## config.mk

```make
export PLATFORM = sky130hd
export DESIGN_NAME = seg7_disp_ctrl
export DESIGN_NICKNAME = d
export VERILOG_FILES = /design/src/rtl/seg7_pkg.sv /design/src/rtl/seg7_bin2bcd_seq.sv /design/src/rtl/seg7_disp_ctrl.sv
export SDC_FILE = /design/constraint.sdc
export NUM_CORES = 1
export LEC_CHECK = 0
export CORE_ASPECT_RATIO = 2
export CORE_MARGIN = 2
export CORE_UTILIZATION = 52
export DETAILED_ROUTE_END_ITERATION = 8
export GPL_TIMING_DRIVEN = 0
export MAX_ROUTING_LAYER = met4
export PLACE_DENSITY_LB_ADDON = 0.08
export SLEW_MARGIN = 20
export SYNTH_ARGS = -nofsm -noshare
export SYNTH_HDL_FRONTEND = slang
export SYNTH_SLANG_ARGS = --single-unit
```

## constraint.sdc

```tcl
create_clock -name clk -period 2.2 [get_ports clk]
set_clock_uncertainty 0.05 [all_clocks]
set_input_delay 0.66 -clock clk [delete_from_list [all_inputs] [get_ports clk]]
set_output_delay 0.66 -clock clk [all_outputs]
set_load 0.1 [all_outputs]
```

## src/rtl/seg7_pkg.sv

```systemverilog
// Shared constants, FSM state type and digit helpers for the 7-segment display controller.
package seg7_pkg;

    localparam logic [3:0]  BLANK_CODE  = 4'hF;
    localparam int unsigned BIN_W       = 14;
    localparam int unsigned BCD_W       = 16;
    localparam int unsigned SR_W        = BIN_W + BCD_W;
    localparam int unsigned DEF_MAX_VAL = 9999;
    localparam int unsigned ITERS       = BIN_W;

    typedef enum logic [1:0] {IDLE, CONV, UPDATE} state_e;

    // One double-dabble iteration: +3 on every BCD nibble >= 5, then shift left.
    function automatic logic [SR_W-1:0] dabble_step(input logic [SR_W-1:0] sr);
        logic [SR_W-1:0] t;
        t = sr;
        for (int i = 0; i < 4; i++) begin
            if (t[BIN_W+4*i +: 4] >= 4'd5) begin
                t[BIN_W+4*i +: 4] = t[BIN_W+4*i +: 4] + 4'd3;
            end
        end
        return {t[SR_W-2:0], 1'b0};
    endfunction

    function automatic logic [BCD_W-1:0] blank_leading(input logic [BCD_W-1:0] bcd,
                                                       input logic en);
        logic [BCD_W-1:0] r;
        r = bcd;
        if (en) begin
            if (bcd[15:12] == 4'd0) r[15:12] = BLANK_CODE;
            if (bcd[15:8] == 8'd0)  r[11:8]  = BLANK_CODE;
            if (bcd[15:4] == 12'd0) r[7:4]   = BLANK_CODE;
        end
        return r;
    endfunction

endpackage

```

## src/rtl/seg7_bin2bcd_seq.sv

```systemverilog
// Iterative double-dabble converter: one bit per clock, BIN_W clocks per conversion.
module seg7_bin2bcd_seq
    import seg7_pkg::*;
(
    input  logic             clk,
    input  logic             rst,
    input  logic             start,
    input  logic [BIN_W-1:0] value,
    output logic             busy,
    output logic             valid,
    output logic [BCD_W-1:0] bcd
);

    logic [SR_W-1:0] sr_q;
    logic [3:0]      cnt_q;
    logic            busy_q;
    logic            valid_q;

    always_ff @(posedge clk or negedge rst) begin
        if (!rst) begin
            sr_q    <= '0;
            cnt_q   <= '0;
            busy_q  <= 1'b0;
            valid_q <= 1'b0;
        end else begin
            valid_q <= 1'b0;
            if (start && !busy_q) begin
                sr_q   <= {{BCD_W{1'b0}}, value};
                cnt_q  <= '0;
                busy_q <= 1'b1;
            end else if (busy_q) begin
                sr_q  <= dabble_step(sr_q);
                cnt_q <= cnt_q + 4'd1;
                if (cnt_q == 4'(ITERS - 1)) begin
                    busy_q  <= 1'b0;
                    valid_q <= 1'b1;
                end
            end
        end
    end

    assign busy  = busy_q;
    assign valid = valid_q;
    assign bcd   = sr_q[BIN_W +: BCD_W];

endmodule

```

## src/rtl/seg7_disp_ctrl.sv

```systemverilog
// Display controller: load handshake, saturation, BCD conversion, leading-zero blanking, blink.
module seg7_disp_ctrl
    import seg7_pkg::*;
#(
    parameter int unsigned BLINK_DIV_W = 24,
    parameter int unsigned MAX_VAL     = DEF_MAX_VAL
) (
    input  logic             clk,
    input  logic             rst,
    input  logic [BIN_W-1:0] val_in,
    input  logic             load,
    input  logic             blank_lz,
    input  logic             blink_en,
    output logic             busy,
    output logic             done,
    output logic             ovf,
    output logic [3:0]       digit3,
    output logic [3:0]       digit2,
    output logic [3:0]       digit1,
    output logic [3:0]       digit0
);

    state_e                 state_q;
    logic [3:0]             iter_q;
    logic                   busy_q;
    logic                   done_q;
    logic                   ovf_q;
    logic                   ovf_pend_q;
    logic [BCD_W-1:0]       disp_q;
    logic [BLINK_DIV_W-1:0] blink_q;

    logic                   over;
    logic [BIN_W-1:0]       sat_val;
    logic                   accept;
    logic                   eng_busy;
    logic                   eng_valid;
    logic [BCD_W-1:0]       eng_bcd;
    logic                   hide;

    assign over    = 32'(val_in) > MAX_VAL;
    assign sat_val = over ? BIN_W'(MAX_VAL) : val_in;
    assign accept  = (state_q == IDLE) && load && !eng_busy;

    seg7_bin2bcd_seq u_bin2bcd (
        .clk   (clk),
        .rst   (rst),
        .start (accept),
        .value (sat_val),
        .busy  (eng_busy),
        .valid (eng_valid),
        .bcd   (eng_bcd)
    );

    always_ff @(posedge clk or negedge rst) begin
        if (!rst) begin
            state_q    <= IDLE;
            iter_q     <= '0;
            busy_q     <= 1'b0;
            done_q     <= 1'b0;
            ovf_q      <= 1'b0;
            ovf_pend_q <= 1'b0;
            disp_q     <= '0;
        end else begin
            done_q <= 1'b0;
            case (state_q)
                IDLE: begin
                    if (accept) begin
                        ovf_pend_q <= over;
                        iter_q     <= '0;
                        busy_q     <= 1'b1;
                        state_q    <= CONV;
                    end
                end
                CONV: begin
                    // Tracks the engine's iteration so UPDATE lands on the edge its result is ready.
                    iter_q <= iter_q + 4'd1;
                    if (iter_q == 4'(ITERS - 1)) state_q <= UPDATE;
                end
                UPDATE: begin
                    if (eng_valid) disp_q <= blank_leading(eng_bcd, blank_lz);
                    ovf_q   <= ovf_pend_q;
                    done_q  <= 1'b1;
                    busy_q  <= 1'b0;
                    state_q <= IDLE;
                end
                default: state_q <= IDLE;
            endcase
        end
    end

    always_ff @(posedge clk or negedge rst) begin
        if (!rst) begin
            blink_q <= '0;
        end else if (blink_en) begin
            blink_q <= blink_q + BLINK_DIV_W'(1);
        end else begin
            blink_q <= '0;
        end
    end

    assign hide   = blink_en && blink_q[BLINK_DIV_W-1];
    assign busy   = busy_q;
    assign done   = done_q;
    assign ovf    = ovf_q;
    assign digit3 = hide ? BLANK_CODE : disp_q[15:12];
    assign digit2 = hide ? BLANK_CODE : disp_q[11:8];
    assign digit1 = hide ? BLANK_CODE : disp_q[7:4];
    assign digit0 = hide ? BLANK_CODE : disp_q[3:0];

endmodule

```

==> flow_summary.json <==
{
  "status": "finished clean",
  "synthAdderAreaFrac_pct": 4.39,
  "cts_max_level": 3,
  "syn_area_per_cell_um2": 9.67,
  "slew_headroom_pct": 53.5,
  "tns_ns": 0,
  "finalHoldViolations": 0,
  "finalWeightedCongestion": 0.846,
  "first_pass_iters": 4,
  "rsz0062_at_grt": "false",
  "drv_cap": 0,
  "routed_wl_um": 9840,
  "cts_buffer_depth": 2,
  "rr_endpoint": "blink_q[22]$_DFF_PN0_",
  "antenna_found_initial": 0,
  "post_drt_wl_per_cell_um": 16.5,
  "critPathKind": "input pin to output port",
  "maxSlewViolCount": 0,
  "setup_ws_ns": 0.0360,
  "ant_nets": 0,
  "dieArea_mm2": 0.00900,
  "synth_top_cell_by_area": "dfrtp_1",
  "core_area_mm2": 0.00794,
  "timing.critical_path.from_type": "input pin",
  "yosys.area_share.xor_xnor_pct": 4.10,
  "post-synth-top-count-cell": "dfrtp_1",
  "hp-class": "input pin to async pin",
  "drtIter0Drc": 174,
  "hpwlAfterDp_um": 7200,
  "fin_util_pct": 66.7,
  "drc": 0,
  "synthFlopType": "dfrtp_1",
  "cts_made_buffers": 9,
  "vias_per_cell": 5.73,
  "grt_usage_pct": 24.5,
  "ir_drop_uv": 702,
  "io-pin-count": 38,
  "path_cells": "clkdlybuf4s15_2, nand2_4, clkbuf_16, nand2b_2, buf_12",
  "clkLatencyLatePin_ns": 0.34,
  "reg2regPathDepth": 5,
  "synth-simple-area-share_pct": 20.5,
  "rows": 46,
  "period_share_pct": 98.4,
  "synth-warning-count": 0,
  "setup_viol": 0,
  "clock_sinks": 86,
  "syn_area_mm2": 0.00427,
  "fill_cells": 657,
  "cts_tree": "built",
  "yosys-top-cells-area": "dfrtp_1, ha_1, o21ai_0",
  "grt_pass1_vias": 3458,
  "grt_overflow": 0,
  "period_minus_slack_ns": 2.16,
  "grt_pass1_wl_um": 16100,
  "synthMuxAreaShare_pct": 2.46,
  "synth_edf_count": 0,
  "fin_nets": 528,
  "fmax_ghz": 0.462,
  "synth_cell_types": 40,
  "r2r_setup_slack_ns": 0.11,
  "die_width_um": 68.1,
  "power_mw": 6.30,
  "syn-instance-count": 442,
  "clk_pin_slew_ns": 0.06,
  "diodes": 0,
  "reg2reg_from": "blink_q[1]$_DFF_PN0_",
  "cp_max_fo": 8,
  "tightest_slew_ns": 0.698,
  "yosysTopAreaCellShare_pct": 50.4,
  "seq_area_frac_synth_pct": 50.4,
  "leakage_nw": 2.32,
  "cpPeakStageDelay_ns": 0.22,
  "async_flop_share_pct": 100,
  "synth_top_family_by_area": "simple AND/OR/NAND/NOR gates",
  "synth_common_cells": "dfrtp_1, nand2_1, o21ai_0",
  "crit_arrival_ns": 1.45,
  "cts_root_buf": "clkbuf_16",
  "crit_required_ns": 1.49,
  "post-place-ws_ns": -1.55,
  "grt_max_degree": 54,
  "drive_gt1_share_pct": 14.4,
  "synth_seq_cells": 86,
  "die_h_um": 132,
  "initial_utilization_pct": 53.8,
  "setup.worst_path.end_class": "output port",
  "num_vias": 3409,
  "port_buffers": 37,
  "syn-num-nets": 476,
  "slowest_stage": "clkdlybuf4s15_2",
  "p_per_area_mw_per_mm2": 1190,
  "area_delta_synth_final_pct": 24.0,
  "synth-compound-area-share_pct": 14.6
}
-- report_power, final --
group	switching, mW	internal (mW)	total [mW]	leakage, nW
Sequential	0.342	2.00	2.34	1.09
Combinational	1.39	0.921	2.31	1.07
Clock	0.636	1.02	1.66	0.154
Total	2.37	3.94	6.30	2.32
-- per-stage QoR --
step | cell area (µm²) | instances | hold slack, ns
after global routing | 5300 | 595 | 0.373
final | 5300 | 595 | 0.322
after detailed placement | 4820 | 576 | 0.403
after global placement | 4800 | 575 | 0.390
after floorplan | 4310 | 442 | 0.314
after CTS | 5280 | 594 | 0.334
-- worst max path at each step --
stage | start | to | slack [ns] | cells past startpoint
2_1_floorplan | blink_en | digit0[2] | -0.02 | 3
3_3_place_gp | rst | iter_q[3]$_DFFE_PN0P_ | -2.74 | 1
3_5_place_dp | blink_en | digit2[2] | -1.55 | 5
4_1_cts | done$_DFF_PN0_ | done | 0.007 | 1
5_1_grt | blink_en | digit0[2] | 0.01 | 5
6_report | blink_en | digit3[2] | 0.04 | 5
-- final cells by class --
class | instances | area, µm² | share of cell area, %
Clock inverter | 6 | 85.1 | 1.61
Timing Repair Buffer | 42 | 495 | 9.35
Sequential cell | 86 | 2150 | 40.6
Tap cell | 96 | 120 | 2.27
Multi-Input combinational cell | 316 | 2040 | 38.4
Clock buffer | 10 | 239 | 4.51
Inverter | 18 | 67.6 | 1.27
Buffer | 21 | 105 | 1.98
-- cells by family after synthesis --
logic type | after synthesis
DFF | 86
xor gates and xnor gates | 20
and+or+nand+nor | 170
buffers and inverters | 40
muxes | 10
AOI/OAI and AO/OA | 101
adders and majority gates | 15
-- registers in the layout, summed over array words and instances, names as in the netlist --
register         cells
u_bin2bcd.valid      1
busy                 1
iter_q               4
u_bin2bcd.sr_q      30
disp_q              16
ovf                  1
state_q              2
blink_q             24
done                 1
u_bin2bcd.cnt_q      4
ovf_pend_q           1
u_bin2bcd.busy       1
-- what timing repair did --
item	in CTS	in global routing
buffers inserted	2	1
hold buffers	0	0
pin swaps	0	2
setup endpoints to repair	23	21
gates cloned	0	1
resized for setup	145	10
-- worst max-delay path: cells and delay by family --
kind	cells	cell delay [ns]
buffers and inverters	3	0.56
AND/OR/NAND/NOR	2	0.23
-- per-layer routing --
| metal | part of all wire, % | vias up | global-route usage, % |
|---|---|---|---|
| li1 | - | 1658 | - |
| met1 | 36 | 1694 | 24.3 |
| met2 | 60 | 44 | 45.1 |
| met3 | 2.2 | 13 | 4.27 |
| met4 | 1.8 | 0 | 8.67 |
| met5 | 0 | - | - |
-- layout by cell type (no fill, tap or decap), types with 3 or more instances in the layout --
cell and instances:
dfrtp_1 86, nand2_1 46, o21ai_0 36, nor2_1 27, a21oi_1 24, nand3_1 23
inv_1 18, clkdlybuf4s50_1 16, clkbuf_1 15, ha_1 14, xnor2_1 13, o31ai_1 12
nand2b_1 11, clkbuf_16 10, buf_4 10, buf_12 9, nand2b_2 8, xor2_1 7
nor3b_1 7, nand4_1 6, or4_1 6, mux2i_1 6, or3_1 5, nor3_1 5
o22a_1 5, o22ai_1 5, and3_1 5, a2bb2oi_1 5, o31a_1 5, and4_1 4
clkbuf_2 4, mux2_2 4, nor4_1 3, clkdlybuf4s15_2 3
(Power assumes the default switching activity.)
